==> config.mk <==
export PLATFORM = sky130hd
export DESIGN_NAME = mips_instr_loader
export DESIGN_NICKNAME = d
export VERILOG_FILES = /design/src/rtl/mips_instr_loader.sv
export SDC_FILE = /design/constraint.sdc
export NUM_CORES = 1
export LEC_CHECK = 0
export ABC_AREA = 1
export CAP_MARGIN = 20
export CORE_ASPECT_RATIO = 1.25
export CORE_MARGIN = 2
export CORE_UTILIZATION = 40
export DETAILED_ROUTE_END_ITERATION = 16
export PLACE_DENSITY_LB_ADDON = 0.12
export SYNTH_ARGS = -nofsm -noshare
export SYNTH_HDL_FRONTEND = slang
export SYNTH_SLANG_ARGS = --single-unit
==> constraint.sdc <==
create_clock -name clk -period 1.7 [get_ports clk]
set_input_delay 0.34 -clock clk [delete_from_list [all_inputs] [get_ports clk]]
set_output_delay 0.34 -clock clk [all_outputs]
set_load 0.01 [all_outputs]
==> src/rtl/mips_instr_loader.sv <==
// Program loader: encodes symbolic MIPS instructions into 32-bit machine words
// and writes them to consecutive instruction-memory addresses with ack back-pressure.
`timescale 1ns/1ps
module mips_instr_loader #(
    parameter int ADDR_W = 8,
    parameter int CNT_W  = 8
) (
    input  logic              clk,
    input  logic              rst_n,
    input  logic              start,
    input  logic [ADDR_W-1:0] base_addr,
    input  logic [CNT_W-1:0]  count,
    input  logic              in_valid,
    output logic              in_ready,
    input  logic [2:0]        in_class,
    input  logic [4:0]        in_rs,
    input  logic [4:0]        in_rt,
    input  logic [4:0]        in_rd,
    input  logic [15:0]       in_imm,
    output logic              mem_we,
    output logic [ADDR_W-1:0] mem_addr,
    output logic [31:0]       mem_wdata,
    input  logic              mem_ack,
    output logic              busy,
    output logic              done,
    output logic [CNT_W-1:0]  written
);

    typedef enum logic [1:0] {
        ST_IDLE   = 2'd0,
        ST_ACCEPT = 2'd1,
        ST_WRITE  = 2'd2,
        ST_DONE   = 2'd3
    } state_e;

    state_e            state_q,     state_d;
    logic [ADDR_W-1:0] cur_addr_q,  cur_addr_d;
    logic [CNT_W-1:0]  target_q,    target_d;
    logic [CNT_W-1:0]  written_q,   written_d;
    logic              mem_we_q,    mem_we_d;
    logic [ADDR_W-1:0] mem_addr_q,  mem_addr_d;
    logic [31:0]       mem_wdata_q, mem_wdata_d;
    logic [CNT_W-1:0]  written_inc_s;

    function automatic logic [31:0] encode(
        input logic [2:0]  cls,
        input logic [4:0]  rs,
        input logic [4:0]  rt,
        input logic [4:0]  rd,
        input logic [15:0] imm
    );
        logic [31:0] word;
        case (cls)
            3'd0:    word = {6'h00, rs, rt, rd, 5'b00000, 6'h20};
            3'd1:    word = {6'h00, rs, rt, rd, 5'b00000, 6'h22};
            3'd2:    word = {6'h00, rs, rt, rd, 5'b00000, 6'h24};
            3'd3:    word = {6'h00, rs, rt, rd, 5'b00000, 6'h25};
            3'd4:    word = {6'h00, rs, rt, rd, 5'b00000, 6'h2A};
            3'd5:    word = {6'h23, rs, rt, imm};
            3'd6:    word = {6'h2B, rs, rt, imm};
            3'd7:    word = {6'h04, rs, rt, imm};
            default: word = 32'h0000_0000;
        endcase
        return word;
    endfunction

    assign written_inc_s = written_q + CNT_W'(1);

    // Next-state and datapath update for the load sequencer
    always_comb begin
        state_d     = state_q;
        cur_addr_d  = cur_addr_q;
        target_d    = target_q;
        written_d   = written_q;
        mem_we_d    = mem_we_q;
        mem_addr_d  = mem_addr_q;
        mem_wdata_d = mem_wdata_q;
        case (state_q)
            ST_IDLE: begin
                if (start) begin
                    cur_addr_d = base_addr;
                    target_d   = count;
                    written_d  = CNT_W'(0);
                    if (count != CNT_W'(0)) begin
                        state_d = ST_ACCEPT;
                    end else begin
                        state_d = ST_DONE;
                    end
                end else begin
                    state_d = ST_IDLE;
                end
            end
            ST_ACCEPT: begin
                if (in_valid) begin
                    mem_wdata_d = encode(in_class, in_rs, in_rt, in_rd, in_imm);
                    mem_addr_d  = cur_addr_q;
                    mem_we_d    = 1'b1;
                    state_d     = ST_WRITE;
                end else begin
                    state_d = ST_ACCEPT;
                end
            end
            ST_WRITE: begin
                // request is held until the memory acknowledges it
                if (mem_ack) begin
                    mem_we_d   = 1'b0;
                    cur_addr_d = cur_addr_q + ADDR_W'(1);
                    written_d  = written_inc_s;
                    if (written_inc_s == target_q) begin
                        state_d = ST_DONE;
                    end else begin
                        state_d = ST_ACCEPT;
                    end
                end else begin
                    state_d = ST_WRITE;
                end
            end
            ST_DONE: begin
                state_d = ST_IDLE;
            end
            default: begin
                state_d  = ST_IDLE;
                mem_we_d = 1'b0;
            end
        endcase
    end

    // State and datapath registers
    always_ff @(posedge clk or negedge rst_n) begin
        if (!rst_n) begin
            state_q     <= ST_IDLE;
            cur_addr_q  <= ADDR_W'(0);
            target_q    <= CNT_W'(0);
            written_q   <= CNT_W'(0);
            mem_we_q    <= 1'b0;
            mem_addr_q  <= ADDR_W'(0);
            mem_wdata_q <= 32'h0000_0000;
        end else begin
            state_q     <= state_d;
            cur_addr_q  <= cur_addr_d;
            target_q    <= target_d;
            written_q   <= written_d;
            mem_we_q    <= mem_we_d;
            mem_addr_q  <= mem_addr_d;
            mem_wdata_q <= mem_wdata_d;
        end
    end

    assign in_ready  = (state_q == ST_ACCEPT);
    assign busy      = (state_q != ST_IDLE);
    assign done      = (state_q == ST_DONE);
    assign mem_we    = mem_we_q;
    assign mem_addr  = mem_addr_q;
    assign mem_wdata = mem_wdata_q;
    assign written   = written_q;

endmodule

== After elaboration in Yosys (flattened, before gate mapping) ==
Cells that the tools add are included.
Cells by class
  reduce and logical (&&, ||, !) cells: 10
  mux-type cells: 16
  add/sub/neg operators: 2
  eq/ne operators: 14
Operator list (number)
  $pmux 32 s8: 1
  $mux 8: 4
  $pmux 8 s2: 2
  $add 8x1->8 const B: 2
  $eq 3x3->1 const B: 4
  $mux 2: 5
  $eq 8x8->1: 1
  $pmux 2 s4: 1
  $reduce_bool 8->1: 1
  $eq 3x2->1 const B: 2
  $ne 2x2->1 const B: 3
  $reduce_and 3->1: 2
  $reduce_bool 2->1: 3
  $eq 2x2->1 const B: 2
  $reduce_and 2->1: 2
  $eq 3x1->1 const B: 1
  $logic_not 3->1: 1
  $eq 2x1->1 const B: 1
  $logic_not 2->1: 1
  $mux 1: 2
  $pmux 1 s2: 1
Storage, ports and cells
  output and inout bits: 52
  bits in registers: 67
  word-level logic and storage cells: 49
  input bits: 55

== Logic depth before layout (Yosys ltp) ==
  depth in word-level cells: 5
  depth in mapped cells: 13
  mapped depth without buffers: 13

== Worst setup path after synthesis ==
OpenSTA, ideal clock, no wires.
  path type: reg2reg
  start: reg written_q[0], in the netlist written[0]
  end: reg state_q[1]
  arrival: 1.404 ns
  library setup time: 0.120 ns
  period minus slack after synthesis: 1.524 ns
  buffers on the path: 0
  required time: 1.580 ns
  stages on the path, launching flop included: 13
  setup slack: 0.176 ns
  cell sequence: dfrtp_1 -> ha_1 -> nand2_2 -> nor2_4 -> nand2_1 -> nand2_1 -> nand2_1 -> nand2_1 -> nor2_1 -> nand3_1 -> nand2_1 -> nand2_1 -> nand2_1
On the way
  word-level cells in the longest chain between the ends: 5
RTL lines
  start: declaration: RTL line 39  | logic [CNT_W-1:0] written_q, written_d;
  start signal: assignment: RTL line 142  | written_q <= written_d;
  $add 8x1->8: RTL line 67  | assign written_inc_s = written_q + CNT_W'(1);
  $eq 8x8->1: RTL line 109  | if (written_inc_s == target_q) begin
  $mux 2: RTL line 109
  $mux 2: RTL line 105  | if (mem_ack) begin
  $pmux 2 s4: RTL line 78  | case (state_q)
  net state_d[1]: RTL line 36  | state_e state_q, state_d;
  end signal: assignment: RTL line 139  | state_q <= state_d;
  end: declaration: RTL line 36
The timed path passes the listed nets, and every way through them passes these cells.
A chain may end at the register's enable or synchronous reset.

== Worst setup path after layout ==
  start: reg state_q[0]
  end: out busy
On the way
  word-level cells in the longest chain between the ends: 1
RTL lines
  $reduce_bool 2->1: RTL line 150  | assign busy = (state_q != ST_IDLE);
  end: declaration: RTL line 24  | output logic busy,
No other way between the ends.

==> impl_table.tex <==
\begin{tabular}{lr}
\hline
Metric & Value \\
\hline
\multicolumn{2}{l}{\textbf{Yosys}} \\
Fraction of synthesized area in multiplexers & 0\% \\
Area fraction in compound gates after synthesis & 14.9\% \\
Cell taking the most area after synthesis & sky130\_fd\_sc\_hd\_\_dfrtp\_1 \\
Proportion of synthesized chip area in sequential cells & 50.7\% \\
Count of flip-flops with a built-in enable after synthesis & 0 \\
Post-synthesis instance total & 365 \\
Post-synthesis xor/xnor area fraction & 0.554\% \\
Synthesized area & 3160 sq um \\
Mean cell area of the mapped netlist & 8.66 sq um \\
Count of state elements after synthesis & 64 \\
Post-Synth Simple-Gate Area & 24.9\% \\
Fraction of registers with async set/reset & 100\% \\
Area share of the leading cell type in the synthesized netlist & 50.7\% \\
Synth Net Count & 422 \\
Area contributors post-synth & sky130\_fd\_sc\_hd\_\_dfrtp\_1, sky130\_fd\_sc\_hd\_\_nand2\_1, sky130\_fd\_sc\_hd\_\_nand3\_1, sky130\_fd\_sc\_hd\_\_inv\_1, sky130\_fd\_sc\_hd\_\_o21ai\_0 \\
Primary flip-flop cell chosen by synthesis mapping & sky130\_fd\_sc\_hd\_\_dfrtp\_1 \\
Post-synthesis share of cell area spent on full adders, half adders and majority gates & 0.792\% \\
Synth unique cells & 44 \\
Synth warn & 0 \\
Main combinational cell family by area after synthesis & simple AND/OR/NAND/NOR gates \\
\multicolumn{2}{l}{\textbf{Setup path}} \\
Largest fanout on the critical path & 3 \\
Worst R2R Start & state\_q[1] \\
Reg2Reg Setup Slack & 0.13 ns \\
Worst Reg-to-Reg Cells & 8 \\
Data arrival time of the worst path & 1.31 ns \\
Kind of critical path & register to output pin \\
Critical Path Start Type & register \\
Worst Setup End Kind & output pin \\
Termination of the worst setup path & busy \\
Destination of the worst register-to-register timing path & written[6] \\
Crit path launch & state\_q[0] \\
Required time at the worst-slack endpoint & 1.36 ns \\
\multicolumn{2}{l}{\textbf{Clock tree}} \\
Clock sink count & 64 \\
Post-CTS clock slew at the launch and capture registers of the worst setup and hold paths & 0.07 ns \\
Clock buffer count from CTS & 9 \\
Clock latency of the later-clocked register in the worst-skew pair & 0.34 ns \\
Buffer type at the clock tree root & sky130\_fd\_sc\_hd\_\_clkbuf\_8 \\
Clock tree from TritonCTS & built \\
Max clock buf depth & 2 \\
CTS hold repair buffers & 0 \\
Max H-tree Level & 3 \\
\multicolumn{2}{l}{\textbf{Power}} \\
P per Cell Area & 1570 nW/um\^{}2 \\
Maximum ir drop on the vdd rail & 849 uV \\
Leakage dissipation & 2.18 nW \\
Total design power & 0.00725 W \\
\multicolumn{2}{l}{\textbf{STA}} \\
Post-route clock period utilization & 97.0\% \\
Transition at the pin with the smallest max-transition slack & 0.492 ns \\
Final setup violation count & 0 \\
Fmax & 0.606 GHz \\
RSZ-0062 raised after global routing & false \\
Final setup skew & 0.00623 ns \\
Final worst slack & 0.0504 ns \\
Final hold violation count & 1 \\
Final slew viol count & 0 \\
Headroom to the max-slew limit & 66.9\% \\
Shortest clock period the worst path allows after layout & 1.65 ns \\
WHS & -0.00123 ns \\
\multicolumn{2}{l}{\textbf{Floorplan}} \\
Chip height & 103 microns \\
Initial core utilization & 40.8\% \\
Ports & 107 \\
Site Rows & 36 \\
Die area & 8630 sq um \\
Chip Width & 83.5 microns \\
Core ar. & 7750 sq um \\
\multicolumn{2}{l}{\textbf{Final layout}} \\
Most frequent standard cell in the layout excluding fill and tap cells & sky130\_fd\_sc\_hd\_\_nand2\_1 \\
Layout overhead on the synthesized area & 46.0\% \\
Antenna Cells & 0 \\
Area taken by multi-input logic gates & 1320 sq um \\
Fin nets & 546 \\
Fillers & 718 \\
Fraction of final layout cells sized beyond drive strength 1 & 14.0\% \\
Share of the core filled with cells in the final layout & 59.6\% \\
Seq. cell area & 1610 sq um \\
Leading cell types in the layout, fill and taps excluded & sky130\_fd\_sc\_hd\_\_nand2\_1, sky130\_fd\_sc\_hd\_\_clkdlybuf4s50\_1, sky130\_fd\_sc\_hd\_\_dfrtp\_1 \\
Post-route cell area & 4610 sq um \\
\multicolumn{2}{l}{\textbf{Global routing}} \\
Pin count of the biggest net entering global routing & 65 \\
Antenna violations before repair & 0 \\
Total track usage & 19.3\% \\
Total global routing overflow & 0 \\
Global-route wire length before repair & 13100 microns \\
Number of global-route vias before repair & 2841 \\
\multicolumn{2}{l}{\textbf{Job}} \\
Max-cap violation count & 0 \\
\multicolumn{2}{l}{\textbf{Outcome}} \\
Violated checks & negative hold slack \\
Result of the run & complete, but fails checks \\
\multicolumn{2}{l}{\textbf{Detailed routing}} \\
Pre-antenna DRT Iters & 6 \\
Routed length per placed instance & 13.6 microns \\
Number of design rule violations left after detail routing & 0 \\
Antenna violation net count after detailed routing & 0 \\
Detailed-route wire length & 7990 microns \\
Via count & 2926 \\
Count of routing violations after the opening detailed-route iteration & 123 \\
Number of vias per cell after detailed routing & 4.98 \\
\multicolumn{2}{l}{\textbf{Placed design}} \\
Post-detailed-placement half-perimeter wirelength & 5770 microns \\
Minimum setup slack after placement & -0.0147 ns \\
Placed inst area & 4340 sq um \\
Port bufs & 105 \\
Placer congestion estimate & 0.833 \\
\multicolumn{2}{l}{\textbf{Worst hold path}} \\
Path class of the lowest-slack min-delay path & input pin to async pin \\
\hline
\end{tabular}
worst max-delay path: stages (launching register included):
cell	delay (ns)
sky130_fd_sc_hd__dfrtp_1	0.41
sky130_fd_sc_hd__buf_4	0.15
sky130_fd_sc_hd__nor2_4	0.10
sky130_fd_sc_hd__inv_1	0.04
sky130_fd_sc_hd__dlygate4sd2_1	0.27
kinds of logic (layout without fill, tap and decap cells):
group | count (synthesis) | in the layout
simple gates | 175 | 175
xor+xnor | 2 | 2
buf+inv | 52 | 180
other cells | 1 | 1
fa+ha+maj | 2 | 2
compound gates | 69 | 69
flops | 64 | 64
how the worst min path moves through the flow:
stage / slack, ns / to / depth (start not counted)
global route: 0.02 / mem_wdata[16] / 2
global placement: 0.38 / mem_wdata[17] / 2
CTS: 0.007 / mem_wdata[19] / 2
finish: -0.001 / mem_wdata[19] / 2
floorplan: 0.04 / cur_addr_q[0] / 0
detailed placement: 0.38 / mem_wdata[17] / 2
layout make-up:
cell class              count  area share (%)
inverters                  38            3.20
clock buffers              11            2.85
clock inverters             4            1.52
well taps                  95            2.58
flip-flops and latches     64            34.8
repair buffers            127            26.5
multi-input cells         249            28.6
flip-flops by register name (all words and copies together) (netlist names):
register    cells
mem_wdata      29
cur_addr_q      8
written         8
mem_we          1
mem_addr        8
state_q         2
target_q        8
power breakdown:
part / internal, W / switching [W]
Sequential: 0.00216 / 0.000398
Clock: 0.000814 / 0.000574
Combinational: 0.00166 / 0.00163
Total: 0.00464 / 0.00261
per-stage QoR:
step                setup TNS, ns  instances
global placement                0        566
detailed placement        -0.0147        566
floorplan                       0        365
finish                          0        588
CTS                             0        584
global route                    0        588
cell usage after synthesis (2+ instances only):
master / instances
sky130_fd_sc_hd__a21oi_1: 11
sky130_fd_sc_hd__buf_4: 4
sky130_fd_sc_hd__nand2_2: 3
sky130_fd_sc_hd__nor2_1: 16
sky130_fd_sc_hd__nand2_1: 113
sky130_fd_sc_hd__inv_1: 32
sky130_fd_sc_hd__nor2_8: 2
sky130_fd_sc_hd__o21ai_0: 21
sky130_fd_sc_hd__o21ai_2: 8
sky130_fd_sc_hd__inv_2: 4
sky130_fd_sc_hd__o31ai_1: 3
sky130_fd_sc_hd__nor2_2: 2
sky130_fd_sc_hd__buf_6: 3
sky130_fd_sc_hd__nand2_4: 2
sky130_fd_sc_hd__a22o_1: 7
sky130_fd_sc_hd__a31oi_1: 2
sky130_fd_sc_hd__ha_1: 2
sky130_fd_sc_hd__nand3_1: 29
sky130_fd_sc_hd__nand4_1: 2
sky130_fd_sc_hd__o21ai_1: 2
sky130_fd_sc_hd__buf_2: 5
sky130_fd_sc_hd__dfrtp_1: 64
sky130_fd_sc_hd__a2bb2oi_1: 6
sky130_fd_sc_hd__nor2_4: 2
layer usage:
layer / wire, microns / track usage [%]
met3: 500 / 5.00
met2: 3840 / 31.1
met4: 181 / 10.4
met5: 0 / 0
met1: 3470 / 24.1
what timing repair did:
item                                    CTS  global route
endpoints found under the setup margin    6             7
resized for setup                        11             4
pin swaps                                 0             1
setup buffers                             3             4
(Power assumes the default switching activity.)
